[config.mk]
export PLATFORM = sky130hd
export DESIGN_NAME = de_scoreboard
export DESIGN_NICKNAME = d
export VERILOG_FILES = /design/src/rtl/raisin64_sched_pkg.sv /design/src/rtl/sc_busy_array.sv /design/src/rtl/de_scoreboard.sv
export SDC_FILE = /design/constraint.sdc
export NUM_CORES = 1
export LEC_CHECK = 0
export ABC_AREA = 1
export CAP_MARGIN = 20
export CORE_ASPECT_RATIO = 2
export CORE_UTILIZATION = 49
export CTS_CLUSTER_DIAMETER = 200
export DETAILED_ROUTE_END_ITERATION = 10
export MAX_ROUTING_LAYER = met4
export PLACE_DENSITY = 0.76
export SYNTH_ARGS = -nofsm -noshare
export SYNTH_HDL_FRONTEND = slang
export SYNTH_HIERARCHICAL = 1
export SYNTH_SLANG_ARGS = --single-unit
[constraint.sdc]
create_clock -name clk -period 6 [get_ports clk]
set_input_delay 0.9 -clock clk [delete_from_list [all_inputs] [get_ports clk]]
set_output_delay 0.9 -clock clk [all_outputs]
set_load 0.005 [all_outputs]
[src/rtl/raisin64_sched_pkg.sv]
// Shared definitions for the issue scheduler: FSM states, default sizes,
// and the execution-unit indices that decode places in its unit field.
package raisin64_sched_pkg;

    localparam int DEF_NREG  = 64;
    localparam int DEF_NUNIT = 8;
    localparam int DEF_CNTW  = 16;

    typedef enum logic [1:0] {
        ST_RUN   = 2'd0,
        ST_STALL = 2'd1,
        ST_FLUSH = 2'd2
    } sched_state_e;

    localparam logic [2:0] UNIT_ALU0 = 3'd0;
    localparam logic [2:0] UNIT_ALU1 = 3'd1;
    localparam logic [2:0] UNIT_MUL  = 3'd2;
    localparam logic [2:0] UNIT_DIV  = 3'd3;
    localparam logic [2:0] UNIT_LSU  = 3'd4;
    localparam logic [2:0] UNIT_BRU  = 3'd5;
    localparam logic [2:0] UNIT_FPU  = 3'd6;
    localparam logic [2:0] UNIT_SYS  = 3'd7;

endpackage

[src/rtl/sc_busy_array.sv]
// Per-register busy flops with two set and two clear ports; a set beats a
// clear of the same register, and eb_o shows busy with writebacks bypassed.
module sc_busy_array
    import raisin64_sched_pkg::*;
#(
    parameter int NREG = DEF_NREG,
    parameter int RW   = $clog2(NREG)
) (
    input  logic            clk,
    input  logic            rst_n,
    input  logic            set0_v_i,
    input  logic [RW-1:0]   set0_rn_i,
    input  logic            set1_v_i,
    input  logic [RW-1:0]   set1_rn_i,
    input  logic            clr0_v_i,
    input  logic [RW-1:0]   clr0_rn_i,
    input  logic            clr1_v_i,
    input  logic [RW-1:0]   clr1_rn_i,
    output logic [NREG-1:0] busy_o,
    output logic [NREG-1:0] eb_o
);

    logic [NREG-1:0] busy_q;
    logic [NREG-1:0] busy_d;

    genvar gi;
    generate
        for (gi = 0; gi < NREG; gi++) begin : g_bit
            logic set_hit;
            logic clr_hit;
            // Register 0 is hardwired idle: it can never be set or reported busy.
            if (gi == 0) begin : g_zero
                assign set_hit = 1'b0;
                assign clr_hit = 1'b0;
            end else begin : g_reg
                assign set_hit = (set0_v_i && (set0_rn_i == RW'(gi)))
                              || (set1_v_i && (set1_rn_i == RW'(gi)));
                assign clr_hit = (clr0_v_i && (clr0_rn_i == RW'(gi)))
                              || (clr1_v_i && (clr1_rn_i == RW'(gi)));
            end
            assign busy_d[gi] = set_hit | (busy_q[gi] & ~clr_hit);
            assign eb_o[gi]   = busy_q[gi] & ~clr_hit;
        end
    endgenerate

    always_ff @(posedge clk) begin
        if (!rst_n) begin
            busy_q <= '0;
        end else begin
            busy_q <= busy_d;
        end
    end

    assign busy_o = busy_q;

endmodule

[src/rtl/de_scoreboard.sv]
// Issue scheduler: checks the decoded instruction for register and unit
// hazards, issues it when safe, and drives the decode advance handshake.
module de_scoreboard
    import raisin64_sched_pkg::*;
#(
    parameter int NREG  = DEF_NREG,
    parameter int NUNIT = DEF_NUNIT,
    parameter int CNTW  = DEF_CNTW
) (
    input  logic                       clk,
    input  logic                       rst_n,
    input  logic                       dec_valid,
    input  logic [$clog2(NUNIT)-1:0]   unit,
    input  logic [$clog2(NREG)-1:0]    r1_rn,
    input  logic [$clog2(NREG)-1:0]    r2_rn,
    input  logic [$clog2(NREG)-1:0]    rd_rn,
    input  logic [$clog2(NREG)-1:0]    rd2_rn,
    input  logic                       rd_we,
    input  logic                       rd2_we,
    input  logic [NUNIT-1:0]           unit_busy,
    input  logic                       wb0_valid,
    input  logic                       wb1_valid,
    input  logic [$clog2(NREG)-1:0]    wb0_rn,
    input  logic [$clog2(NREG)-1:0]    wb1_rn,
    input  logic                       flush,
    output logic                       issue,
    output logic                       allow_advance,
    output logic [NREG-1:0]            busy_vec,
    output logic [CNTW-1:0]            stall_cnt
);

    sched_state_e    state_q;
    sched_state_e    state_d;
    logic [CNTW-1:0] stall_cnt_q;
    logic [NREG-1:0] eb;
    logic            hazard;

    sc_busy_array #(
        .NREG (NREG)
    ) u_busy (
        .clk       (clk),
        .rst_n     (rst_n),
        .set0_v_i  (issue & rd_we),
        .set0_rn_i (rd_rn),
        .set1_v_i  (issue & rd2_we),
        .set1_rn_i (rd2_rn),
        .clr0_v_i  (wb0_valid),
        .clr0_rn_i (wb0_rn),
        .clr1_v_i  (wb1_valid),
        .clr1_rn_i (wb1_rn),
        .busy_o    (busy_vec),
        .eb_o      (eb)
    );

    always_comb begin
        hazard = eb[r1_rn] | eb[r2_rn]
               | (rd_we & eb[rd_rn]) | (rd2_we & eb[rd2_rn])
               | unit_busy[unit];
    end

    // Outputs are forced low while reset is held so nothing leaves the slot.
    always_comb begin
        issue         = 1'b0;
        allow_advance = 1'b0;
        if (rst_n) begin
            issue         = (state_q != ST_FLUSH) & dec_valid & ~hazard & ~flush;
            allow_advance = issue | ~dec_valid | (state_q == ST_FLUSH);
        end
    end

    always_comb begin
        state_d = state_q;
        case (state_q)
            ST_RUN: begin
                if (flush) begin
                    state_d = ST_FLUSH;
                end else if (dec_valid && hazard) begin
                    state_d = ST_STALL;
                end
            end
            ST_STALL: begin
                if (flush) begin
                    state_d = ST_FLUSH;
                end else if (issue) begin
                    state_d = ST_RUN;
                end
            end
            ST_FLUSH: state_d = flush ? ST_FLUSH : ST_RUN;
            default:  state_d = ST_RUN;
        endcase
    end

    always_ff @(posedge clk) begin
        if (!rst_n) begin
            state_q     <= ST_RUN;
            stall_cnt_q <= '0;
        end else begin
            state_q <= state_d;
            if ((state_q == ST_STALL) && (stall_cnt_q != {CNTW{1'b1}})) begin
                stall_cnt_q <= stall_cnt_q + CNTW'(1);
            end
        end
    end

    assign stall_cnt = stall_cnt_q;

endmodule

-- After elaboration in Yosys (flattened, before gate mapping)
Cells that the tools add are included.
- ROM bits: 0
- output and inout bits: 82
- register bits: 81
- memories: 0
- latch bits: 0
- memory bits (writable): 0
- divide/modulo/power cells: 0
- $mul: 0
- bitwise operators: 205
- reduce and logical (&&, ||, !) cells: 382
- shifts and indexed selects: 0
- eq/ne operators: 258
- $lt $le $gt $ge: 5
- multiplexer cells: 18
- add/sub/neg operators: 1
- operators with widths (operator ; count):
    6-bit equality test, second input constant ; 128
    6-bit by 5-bit equality test with 1-bit output, second input constant ; 64
    1-bit logical AND ; 254
    6-bit by 4-bit equality test with 1-bit output, second input constant ; 32
    1-bit logical OR ; 126
    6-bit by 3-bit equality test with 1-bit output, second input constant ; 16
    1-bit AND ; 70
    1-bit bitwise OR ; 69
    1-bit NOT ; 66
    6-bit by 2-bit equality test with 1-bit output, second input constant ; 8
    6-bit by 7-bit < comparator with 1-bit output, second input constant ; 4
    1-bit binary-select mux with 6-bit select ; 4
    6-bit by 1-bit equality test with 1-bit output, second input constant ; 4
    16-bit by 1-bit adder with 16-bit output, second input constant ; 1
    16-bit != test, second input constant ; 1
    2-bit two-way mux ; 5
    1-bit two-way mux ; 7
    3-bit != test, second input constant ; 2
    2-bit case mux with 3 select lines ; 1
    3-bit by 4-bit < comparator with 1-bit output, second input constant ; 1
    1-bit binary-select mux with 3-bit select ; 1
    2-bit by 1-bit equality test with 1-bit output, second input constant ; 1
    2-bit equality test, second input constant ; 1
    2-bit zero test ; 1
    other kinds (2) ; 2

-- Longest topological paths before layout
Gate-level depths: netlist (run 1).
- depth in word-level cells: 19
- gate-level depth with buffers: 27

-- By module
Netlist (run 1), hierarchy kept.
- modules (own cells, without submodules) (module ; cells an instance ; instances ; area an instance (um2) ; sequential area each (um2)):
    sc_busy_array ; 775 ; 1 ; 4180.3 ; 1261.2
    de_scoreboard ; 766 ; 1 ; 3852.4 ; 360.3

-- Worst setup path before layout (run 1)
No wires, ideal clock.
- path kind: input-to-output
- from: input wb1_valid
- to: output allow_advance
- required time: 5.100 ns
- data arrival time: 2.473 ns
- path slack: 2.627 ns
- buffers on the path: 1
- stages on the path: 17
- path through: nand2_1 -> nor2_2 -> buf_2 -> nand2_1 -> nand3_1 -> inv_1 -> nand2_1 -> nand3_1 -> nand3_1 -> nand2_1 -> nand2_1 -> nand3_1 -> nand3b_1 -> nand3_2 -> nor2_4 -> nand3_4 -> nand2_1
- cells in the longest elaborated chain, start to end: 16
- RTL lines (what ; line ; source):
    start, declared ; de_scoreboard.sv:22 ; input logic wb1_valid,
    1-bit logical AND * ; sc_busy_array.sv:39 ; || (clr1_v_i && (clr1_rn_i == RW'(gi)));
    1-bit logical OR * ; sc_busy_array.sv:39 ;
    1-bit NOT * ; sc_busy_array.sv:42 ; assign eb_o[gi] = busy_q[gi] & ~clr_hit;
    1-bit AND * ; sc_busy_array.sv:42 ;
    named net eb[21] ; de_scoreboard.sv:35 ; logic [NREG-1:0] eb;
    1-bit binary-select mux with 6-bit select, on equally long branches ; de_scoreboard.sv:56, de_scoreboard.sv:57 ;
    1-bit two-way mux, on equally long branches ; de_scoreboard.sv:56, de_scoreboard.sv:57 ;
    1-bit bitwise OR or 1-bit AND (tied branches) ; de_scoreboard.sv:56, de_scoreboard.sv:57 ;
    1-bit bitwise OR ; de_scoreboard.sv:57 ; | (rd_we & eb[rd_rn]) | (rd2_we & eb[rd2_rn])
    1-bit bitwise OR * ; de_scoreboard.sv:57 ;
    1-bit bitwise OR * ; de_scoreboard.sv:58 ; | unit_busy[unit];
    1-bit NOT * ; de_scoreboard.sv:66 ; issue = (state_q != ST_FLUSH) & dec_valid & ~hazard & ~flush;
    1-bit AND * (2 in a row) ; de_scoreboard.sv:66 ;
    1-bit bitwise OR * (2 in a row) ; de_scoreboard.sv:67 ; allow_advance = issue | ~dec_valid | (state_q == ST_FLUSH);
    1-bit two-way mux * ; de_scoreboard.sv:65 ; if (rst_n) begin
    end, declared ; de_scoreboard.sv:27 ; output logic allow_advance,
Mark *: on every way through the listed nets, which the timed path passes. The rest lies on a longest branch. The select of a mux whose other input is x is not followed.

-- Final worst setup path (run 1)
- from: input wb1_rn[4]
- to: output allow_advance
- cells in the longest elaborated chain, start to end: 17
- RTL lines (what ; line ; source):
    start, declared ; de_scoreboard.sv:24 ; input logic [$clog2(NREG)-1:0] wb1_rn,
    6-bit by 5-bit equality test with 1-bit output * ; sc_busy_array.sv:39 ;
    1-bit logical AND * ; sc_busy_array.sv:39 ;
    1-bit logical OR * ; sc_busy_array.sv:39 ;
    1-bit NOT * ; sc_busy_array.sv:42 ;
    1-bit AND * ; sc_busy_array.sv:42 ;
    named net eb[16] ; de_scoreboard.sv:35 ;
    1-bit binary-select mux with 6-bit select, on equally long branches ; de_scoreboard.sv:56, de_scoreboard.sv:57 ;
    1-bit two-way mux, on equally long branches ; de_scoreboard.sv:56, de_scoreboard.sv:57 ;
    1-bit bitwise OR or 1-bit AND (tied branches) ; de_scoreboard.sv:56, de_scoreboard.sv:57 ;
    1-bit bitwise OR ; de_scoreboard.sv:57 ;
    1-bit bitwise OR * ; de_scoreboard.sv:57 ;
    1-bit bitwise OR * ; de_scoreboard.sv:58 ;
    1-bit NOT * ; de_scoreboard.sv:66 ;
    1-bit AND * (2 in a row) ; de_scoreboard.sv:66 ;
    1-bit bitwise OR * (2 in a row) ; de_scoreboard.sv:67 ;
    1-bit two-way mux * ; de_scoreboard.sv:65 ;
Marked as above.

==> results of run 1 <==
[placed cells by master, fill, tap and decap left out, types with 5 or more instances in the layout]
master | netlist | routed
sky130_fd_sc_hd__inv_2 | 8 | 8
sky130_fd_sc_hd__o21ai_0 | 14 | 14
sky130_fd_sc_hd__dfxtp_1 | 81 | 81
sky130_fd_sc_hd__inv_1 | 148 | 148
sky130_fd_sc_hd__ha_1 | 5 | 5
sky130_fd_sc_hd__nand3_1 | 278 | 278
sky130_fd_sc_hd__a21oi_1 | 77 | 77
sky130_fd_sc_hd__nand2_1 | 593 | 593
sky130_fd_sc_hd__nor2_1 | 220 | 220
sky130_fd_sc_hd__buf_4 | 19 | 19
sky130_fd_sc_hd__nor2_2 | 5 | 5
sky130_fd_sc_hd__clkdlybuf4s50_1 | 0 | 135
sky130_fd_sc_hd__clkbuf_16 | 0 | 9
sky130_fd_sc_hd__nor2_4 | 7 | 7
[logic make-up after synthesis]
logic type | after synthesis | synth area share
flops | 81 | 0.202
buf+inv | 230 | 0.136
simple gates | 1123 | 0.587
fa+ha+maj | 5 | 0.00779
other cells | 1 | 0.000467
mux | 1 | 0.00125
compound gates | 100 | 0.0653
[power groups by stage]
stage | Clock [uW] | Combinational, uW | Sequential [uW]
after CTS | 588 | 313 | 548
after global routing | 609 | 343 | 548
after detailed placement | 0 | 312 | 560
final | 584 | 326 | 548
after floorplan | 0 | 193 | 559
after global placement | 0 | 311 | 560
[layout make-up]
cell class | count | area [sq um] | area share
well taps | 201 | 251 | 0.0261
multi-input cells | 1231 | 5320 | 0.552
inverters | 161 | 616 | 0.0639
clock inverters | 6 | 73.8 | 0.00766
clock buffers | 10 | 239 | 0.0248
repair buffers | 155 | 1510 | 0.157
flip-flops and latches | 81 | 1620 | 0.168
[metrics by stage]
| stage | setup slack [ps] | util | hold WS [ps] | cells | area (sq um) |
|---|---|---|---|---|---|
| after floorplan | 2630 | - | 458 | 1542 | 8040 |
| after global placement | 1040 | 0.587 | 466 | 1828 | 9300 |
| after detailed placement | 1030 | 0.587 | 484 | 1828 | 9300 |
| after CTS | 1010 | 0.606 | 493 | 1844 | 9620 |
| after global routing | 748 | 0.608 | 504 | 1845 | 9640 |
| final | 908 | 0.608 | 489 | 1845 | 9640 |
[metal layers]
layer	GRT usage	up-vias	share of wire
li1	-	5033	-
met1	0.450	4777	0.33
met2	0.787	778	0.49
met3	0.0626	247	0.087
met4	0.368	0	0.097
met5	-	-	0
[cells in the mapped netlist, types with 3 or more instances]
library cell / n / area [sq um]
sky130_fd_sc_hd__nand2_1: 593 / 2230
sky130_fd_sc_hd__nand3_1: 278 / 1390
sky130_fd_sc_hd__nor2_1: 220 / 826
sky130_fd_sc_hd__inv_1: 148 / 556
sky130_fd_sc_hd__dfxtp_1: 81 / 1620
sky130_fd_sc_hd__a21oi_1: 77 / 385
sky130_fd_sc_hd__buf_2: 28 / 140
sky130_fd_sc_hd__buf_4: 19 / 143
sky130_fd_sc_hd__buf_6: 15 / 169
sky130_fd_sc_hd__o21ai_0: 14 / 70.1
sky130_fd_sc_hd__inv_2: 8 / 30.0
sky130_fd_sc_hd__clkbuf_1: 7 / 26.3
sky130_fd_sc_hd__nor2_4: 7 / 78.8
sky130_fd_sc_hd__ha_1: 5 / 62.6
sky130_fd_sc_hd__nor2_2: 5 / 31.3
sky130_fd_sc_hd__inv_4: 4 / 25.0
sky130_fd_sc_hd__nand3_2: 4 / 40.0
sky130_fd_sc_hd__nand2_2: 3 / 18.8
sky130_fd_sc_hd__nand3b_1: 3 / 22.5
[state kept, by name (all words and copies together) (netlist names)]
| signal | flops |
|---|---|
| stall_cnt | 16 |
| u_busy/busy_o | 63 |
| state_q | 2 |
[path summary, 6_finish.rpt]
path	from	end	slack, ps	cells past startpoint
max reg2reg	u_busy/busy_o[32]	u_busy/busy_o[23]	2690	19
min reg2reg	stall_cnt[4]	stall_cnt[4]	490	1
max	wb1_rn[4]	allow_advance	910	18
min	stall_cnt[4]	stall_cnt[4]	490	1
==> impl_results.rst, run 1 <==
.. list-table::
   :header-rows: 1

   * - Metric
     - Value
   * - Result of the run
     - complete, no violations
   * - Ports placed on the boundary
     - approximately 140
   * - Diodes inserted
     - 0
   * - Pwr dens
     - about 150 mW/mm^2
   * - Critical path required time
     - between 5000 and 6000 ps
   * - Flop and latch count out of synthesis
     - 81
   * - Wire length per cell
     - about 20 um
   * - Post_cts resized
     - 0
   * - Net Switching
     - about 470 uW
   * - Number of CTS-inserted buffers
     - 9
   * - Number of synthesized flops with an enable pin
     - 0
   * - Longest Clk Path Bufs
     - 2
   * - Remaining Overflow, GRT
     - 0
   * - Setup-failing EPs final
     - 0
   * - Crit path buffers/inverters
     - 3
   * - Final Hold Viols
     - 0
   * - Final Cycle Share
     - 0.849
   * - RSZ-0062 raised after global routing
     - false
   * - Ordered cell list for the critical path
     - clkdlybuf4s50_1 > nand2_1 > nor2_2 > nand2_1 > nand3_1 > inv_1 > nand2_1 > nand3_1 > nand3_1 > nand2_1 > nand2_1 > nand3_1 > nand3b_1 > nand3_2 > nor2_4 > nand3_4 > nand2_1 > clkdlybuf4s50_1
   * - Switching share of power
     - 0.325
   * - Max-slew violation count
     - 0
   * - Class of the most critical hold timing path
     - flip-flop to flip-flop
   * - Post-Syn Area
     - around 0.008 sq mm
   * - Via count of the first global-routing pass
     - between 10000 and 15000
   * - TritonCTS clock tree
     - built
   * - Maximum operating frequency
     - around 200 MHz
   * - Quantity of I/O buffers inserted on ports
     - 135
   * - MaxCap Viol Count
     - 0
   * - IR Drop Worst-Case VDD
     - 0.159 mV
   * - Sequential area share after synthesis
     - 0.202
   * - Synthesized instance count
     - around 1500
   * - Clk root buf
     - sky130_fd_sc_hd__clkbuf_16
   * - Synth-to-Final Area Change
     - 20.0%
   * - Clock insertion delay at the later pin of the skew report
     - between 300 and 400 ps
   * - Synthesized area divided by synthesized cell count
     - about 5.2 sq um
   * - Slew at the pin closest to its max-slew limit
     - approximately 980 ps
   * - Number of H-tree levels
     - 3
   * - Detailed placement HPWL
     - between 20 and 30 mm
   * - Kind of critical path
     - input pin to output port
   * - Sinks on Clock Net
     - 81
   * - Final Routed Wirelength
     - approximately 38 mm
   * - Static leakage
     - a little over 0.004 uW
   * - Share of final-layout standard cells stronger than drive strength 1
     - 0.0438
   * - Initial antenna violation count
     - 0
   * - CTS Hold Bufs
     - 0
   * - Number of filler instances in the final layout
     - 1678
   * - Routed Antenna Nets
     - 0
   * - Via density per instance
     - a little under 6
   * - Relative contribution of the clock network to total power
     - 0.401
   * - Synth Warn #
     - 6
   * - Number of iterations in the first detailed-routing pass
     - 7
   * - Nets
     - about 1700
   * - Design Power
     - between 1000 and 1500 uW
   * - Global-route total usage across every layer
     - 0.456
   * - Critical Path End Type
     - output port
   * - Post-CTS repair timing setup buffer count
     - 0
   * - Time the final worst path needs with I/O delays and setup
     - 5090 ps
   * - Comb pwr share
     - 0.224
   * - Via count
     - between 10000 and 15000
   * - Wire length of the first global-routing pass
     - about 56 mm
   * - Element type at the critical path start
     - input pin
   * - Fraction of power consumed by sequential logic
     - 0.376
   * - Die height
     - between 150 and 200 um
   * - Maximum net fanout on the critical path
     - 16
   * - Internal cell power
     - around 980 uW
   * - Critical path's top delay family
     - simple AND/OR/NAND/NOR gates
   * - Largest net degree at the start of global routing
     - 64
   * - Arrival time reported for the critical path endpoint
     - approximately 4200 ps
   * - Headroom to the max-slew limit
     - 0.343
   * - GP Congestion
     - about 1.1
   * - Clock slew seen by the registers of the worst setup and hold paths
     - 70 ps
   * - Initial detailed-routing violation count
     - 1140
   * - Std cell rows
     - 65
   * - Die Span X
     - 92.5 um
   * - Fin Clk Skew
     - between 9 and 10 ps
   * - Most numerous cell on the critical path
     - sky130_fd_sc_hd__nand2_1
   * - Post-synth cell types
     - 36
   * - Sum of negative setup slack
     - 0 ps
   * - Flip-flop cell with the highest count after synthesis
     - sky130_fd_sc_hd__dfxtp_1
   * - Post-detailed-route DRC marker count
     - 0
   * - Max stage delay on crit path
     - ~620 ps
   * - Share of synthesized registers carrying an async set or reset
     - 0
   * - Starting density of the core
     - 0.507
   * - Crit-path slowest cell
     - sky130_fd_sc_hd__nor2_2
   * - Full die area
     - about 0.017 sq mm
   * - Core Area
     - 0.0159 sq mm
Power figures use the tool's default switching activity.
==> run 2: changes to the inputs <==
PLACE_DENSITY = 0.79   (was 0.76)
clock period = 4.55 ns   (was 6 ns; I/O delays follow)
==> run 2 against run 1 <==
Effect of this change: global-route usage down 0.30 points; critical path depth grew 1; first-iteration DRC count is 10% higher; cell count grew 1.7%; worst hold slack better by 9.6 ps; power increased by 34%; sequential share of layout area shrank 0.76 points; sequential power is 32% higher; cell area rose by 4.8%; non-clock buffer count increased by 32; critical endpoint unchanged.
==> impl_results.rst, run 2 (synthesized netlist as in run 1, its figures left out) <==
.. list-table::
   :header-rows: 1

   * - Metric
     - Value
   * - Post-detailed-route DRC marker count
     - 0
   * - Via density per instance
     - between 5 and 6
   * - Max-slew violation count
     - 0
   * - Detailed placement HPWL
     - roughly 30 mm
   * - Result of the run
     - complete, no violations
   * - Static leakage
     - 0.00432 uW
   * - Ports placed on the boundary
     - 137
   * - Critical path required time
     - between 3000 and 4000 ps
   * - MaxCap Viol Count
     - 0
   * - Longest Clk Path Bufs
     - 2
   * - Initial antenna violation count
     - 0
   * - Die height
     - ~180 um
   * - GP Congestion
     - roughly 1.0
   * - Pwr dens
     - ~190 mW/mm^2
   * - Via count
     - 10900
   * - Diodes inserted
     - 0
   * - Clk root buf
     - sky130_fd_sc_hd__clkbuf_16
   * - Kind of critical path
     - input pin to output port
   * - Core Area
     - about 0.016 sq mm
   * - CTS Hold Bufs
     - 0
   * - Arrival time reported for the critical path endpoint
     - around 3800 ps
   * - Global-route total usage across every layer
     - 0.453
   * - Most frequent cells in the layout
     - sky130_fd_sc_hd__nand2_1, sky130_fd_sc_hd__nand3_1, sky130_fd_sc_hd__nor2_1
   * - IR Drop Worst-Case VDD
     - ~0.24 mV
   * - Std cell rows
     - 65
   * - Final worst hold slack
     - around 500 ps
   * - Final standard cell count with taps included and fillers excluded
     - between 1500 and 2000
   * - TritonCTS clock tree
     - built
   * - Least setup slack across all paths after layout
     - around 110 ps
   * - Number of iterations in the first detailed-routing pass
     - 6
   * - Wire length of the first global-routing pass
     - 55.8 mm
   * - Nets
     - ~1700
   * - Clock insertion delay at the later pin of the skew report
     - around 350 ps
   * - Routed Antenna Nets
     - 0
   * - Wire length per cell
     - approximately 20 um
   * - Maximum operating frequency
     - between 200 and 250 MHz
   * - Sinks on Clock Net
     - 81
   * - Count of cells along the worst register-to-register path
     - 19
   * - Final Routed Wirelength
     - 37.7 mm
   * - Design Power
     - 1960 uW
   * - Remaining Overflow, GRT
     - 0
   * - Slew at the pin closest to its max-slew limit
     - roughly 790 ps
   * - Final non-filler cell area
     - approximately 0.010 sq mm
   * - Share of final-layout standard cells stronger than drive strength 1
     - 0.0764
   * - Fin Clk Skew
     - around 9 ps
   * - Headroom to the max-slew limit
     - 0.472
   * - Time the final worst path needs with I/O delays and setup
     - 4440 ps
   * - Final Hold Viols
     - 0
   * - Max FFs per register
     - 63
   * - Quantity of I/O buffers inserted on ports
     - around 140
   * - Starting density of the core
     - 0.507
   * - Setup-failing EPs final
     - 0
   * - Die Span X
     - about 90 um
   * - Critical Path End Type
     - output port
   * - Synth-to-Final Area Change
     - 25.7%
   * - Largest net degree at the start of global routing
     - 64
   * - Dpl cells
     - approximately 1900
   * - Full die area
     - 0.0169 sq mm
   * - Class of the most critical hold timing path
     - flip-flop to flip-flop
   * - Element type at the critical path start
     - input pin
   * - Initial detailed-routing violation count
     - between 1000 and 1500
   * - Placed cell area
     - approximately 0.0096 sq mm
   * - Most common cell after layout, fill and taps aside
     - sky130_fd_sc_hd__nand2_1
   * - Maximum net fanout on the critical path
     - 5
   * - Cell depth of the worst hold path
     - 1
   * - Clock slew seen by the registers of the worst setup and hold paths
     - ~70 ps
   * - Post-placement setup slack
     - between 150 and 200 ps
   * - Number of H-tree levels
     - 3
   * - Number of CTS-inserted buffers
     - 9
   * - Via count of the first global-routing pass
     - approximately 10000
   * - Final Cycle Share
     - 0.976
-- run 2: changes by cell type in the layout (fill, tap and decap cells not counted), sizes merged --
cell / change
buf: +32
inv: -3
clkinv: +2
bufinv: +1
clkbuf: -1
-- run 2: power breakdown --
part	total (uW)	leakage [uW]	internal (uW)	switching [uW]
combinational	457	0.00351	154	302
clock	779	0.000155	476	304
sequential	723	0.000653	715	7.21
total	1960	0.00432	1350	613
-- run 2: worst max-delay path: stages --
cell	delay (ps)
sky130_fd_sc_hd__clkdlybuf4s50_1	470
sky130_fd_sc_hd__inv_1	90
sky130_fd_sc_hd__nand2_1	120
sky130_fd_sc_hd__nor2_1	390
sky130_fd_sc_hd__nand2_1	90
sky130_fd_sc_hd__nand3_1	170
sky130_fd_sc_hd__inv_1	100
sky130_fd_sc_hd__nand2_1	70
sky130_fd_sc_hd__nand3_1	90
sky130_fd_sc_hd__nand3_1	120
sky130_fd_sc_hd__nand2_1	110
sky130_fd_sc_hd__nand2_1	70
sky130_fd_sc_hd__nand3_1	80
sky130_fd_sc_hd__nand3_1	90
sky130_fd_sc_hd__nand3_2	100
sky130_fd_sc_hd__nor2_4	160
sky130_fd_sc_hd__nand3_4	140
sky130_fd_sc_hd__nand2_1	100
sky130_fd_sc_hd__clkdlybuf4s50_1	500
-- run 2: layout make-up --
cell class,instances,area (sq um)
clock buffers,9,225
clock inverters,6,83.8
fillers,1645,5760
inverters,161,616
multi-input cells,1231,5440
flip-flops and latches,81,1620
well taps,201,251
repair buffers,187,1860
-- run 2: repair_timing --
| action | in CTS | in global routing |
|---|---|---|
| gates resized for setup | 0 | 36 |
| setup buffers | 0 | 4 |
| setup endpoints to repair | 0 | 2 |
-- run 2: path summary, 6_finish.rpt --
| check | from | endpoint | slack (ps) |
|---|---|---|---|
| worst max-delay path | wb1_rn[0] | allow_advance | 110 |
| worst min-delay path | stall_cnt[4] | stall_cnt[4] | 500 |
| worst min register to register | stall_cnt[4] | stall_cnt[4] | 500 |
| worst max register to register | u_busy/busy_o[24] | u_busy/busy_o[23] | 1590 |
-- run 2: per-layer routing --
layer  up-vias  global-route usage  wire, um
met4         0               0.363      3640
met3       226              0.0626      2930
met5         -                   -         0
met1      4798               0.446     12500
met2       756               0.785     18600
li1       5102                   -         -
-- run 2: metrics by stage --
step | TNS [ps] | util
detailed placement | 0 | 0.603
floorplan | 0 | -
finish | 0 | 0.637
global placement | 0 | 0.603
global route | -28.4 | 0.637
CTS | 0 | 0.623
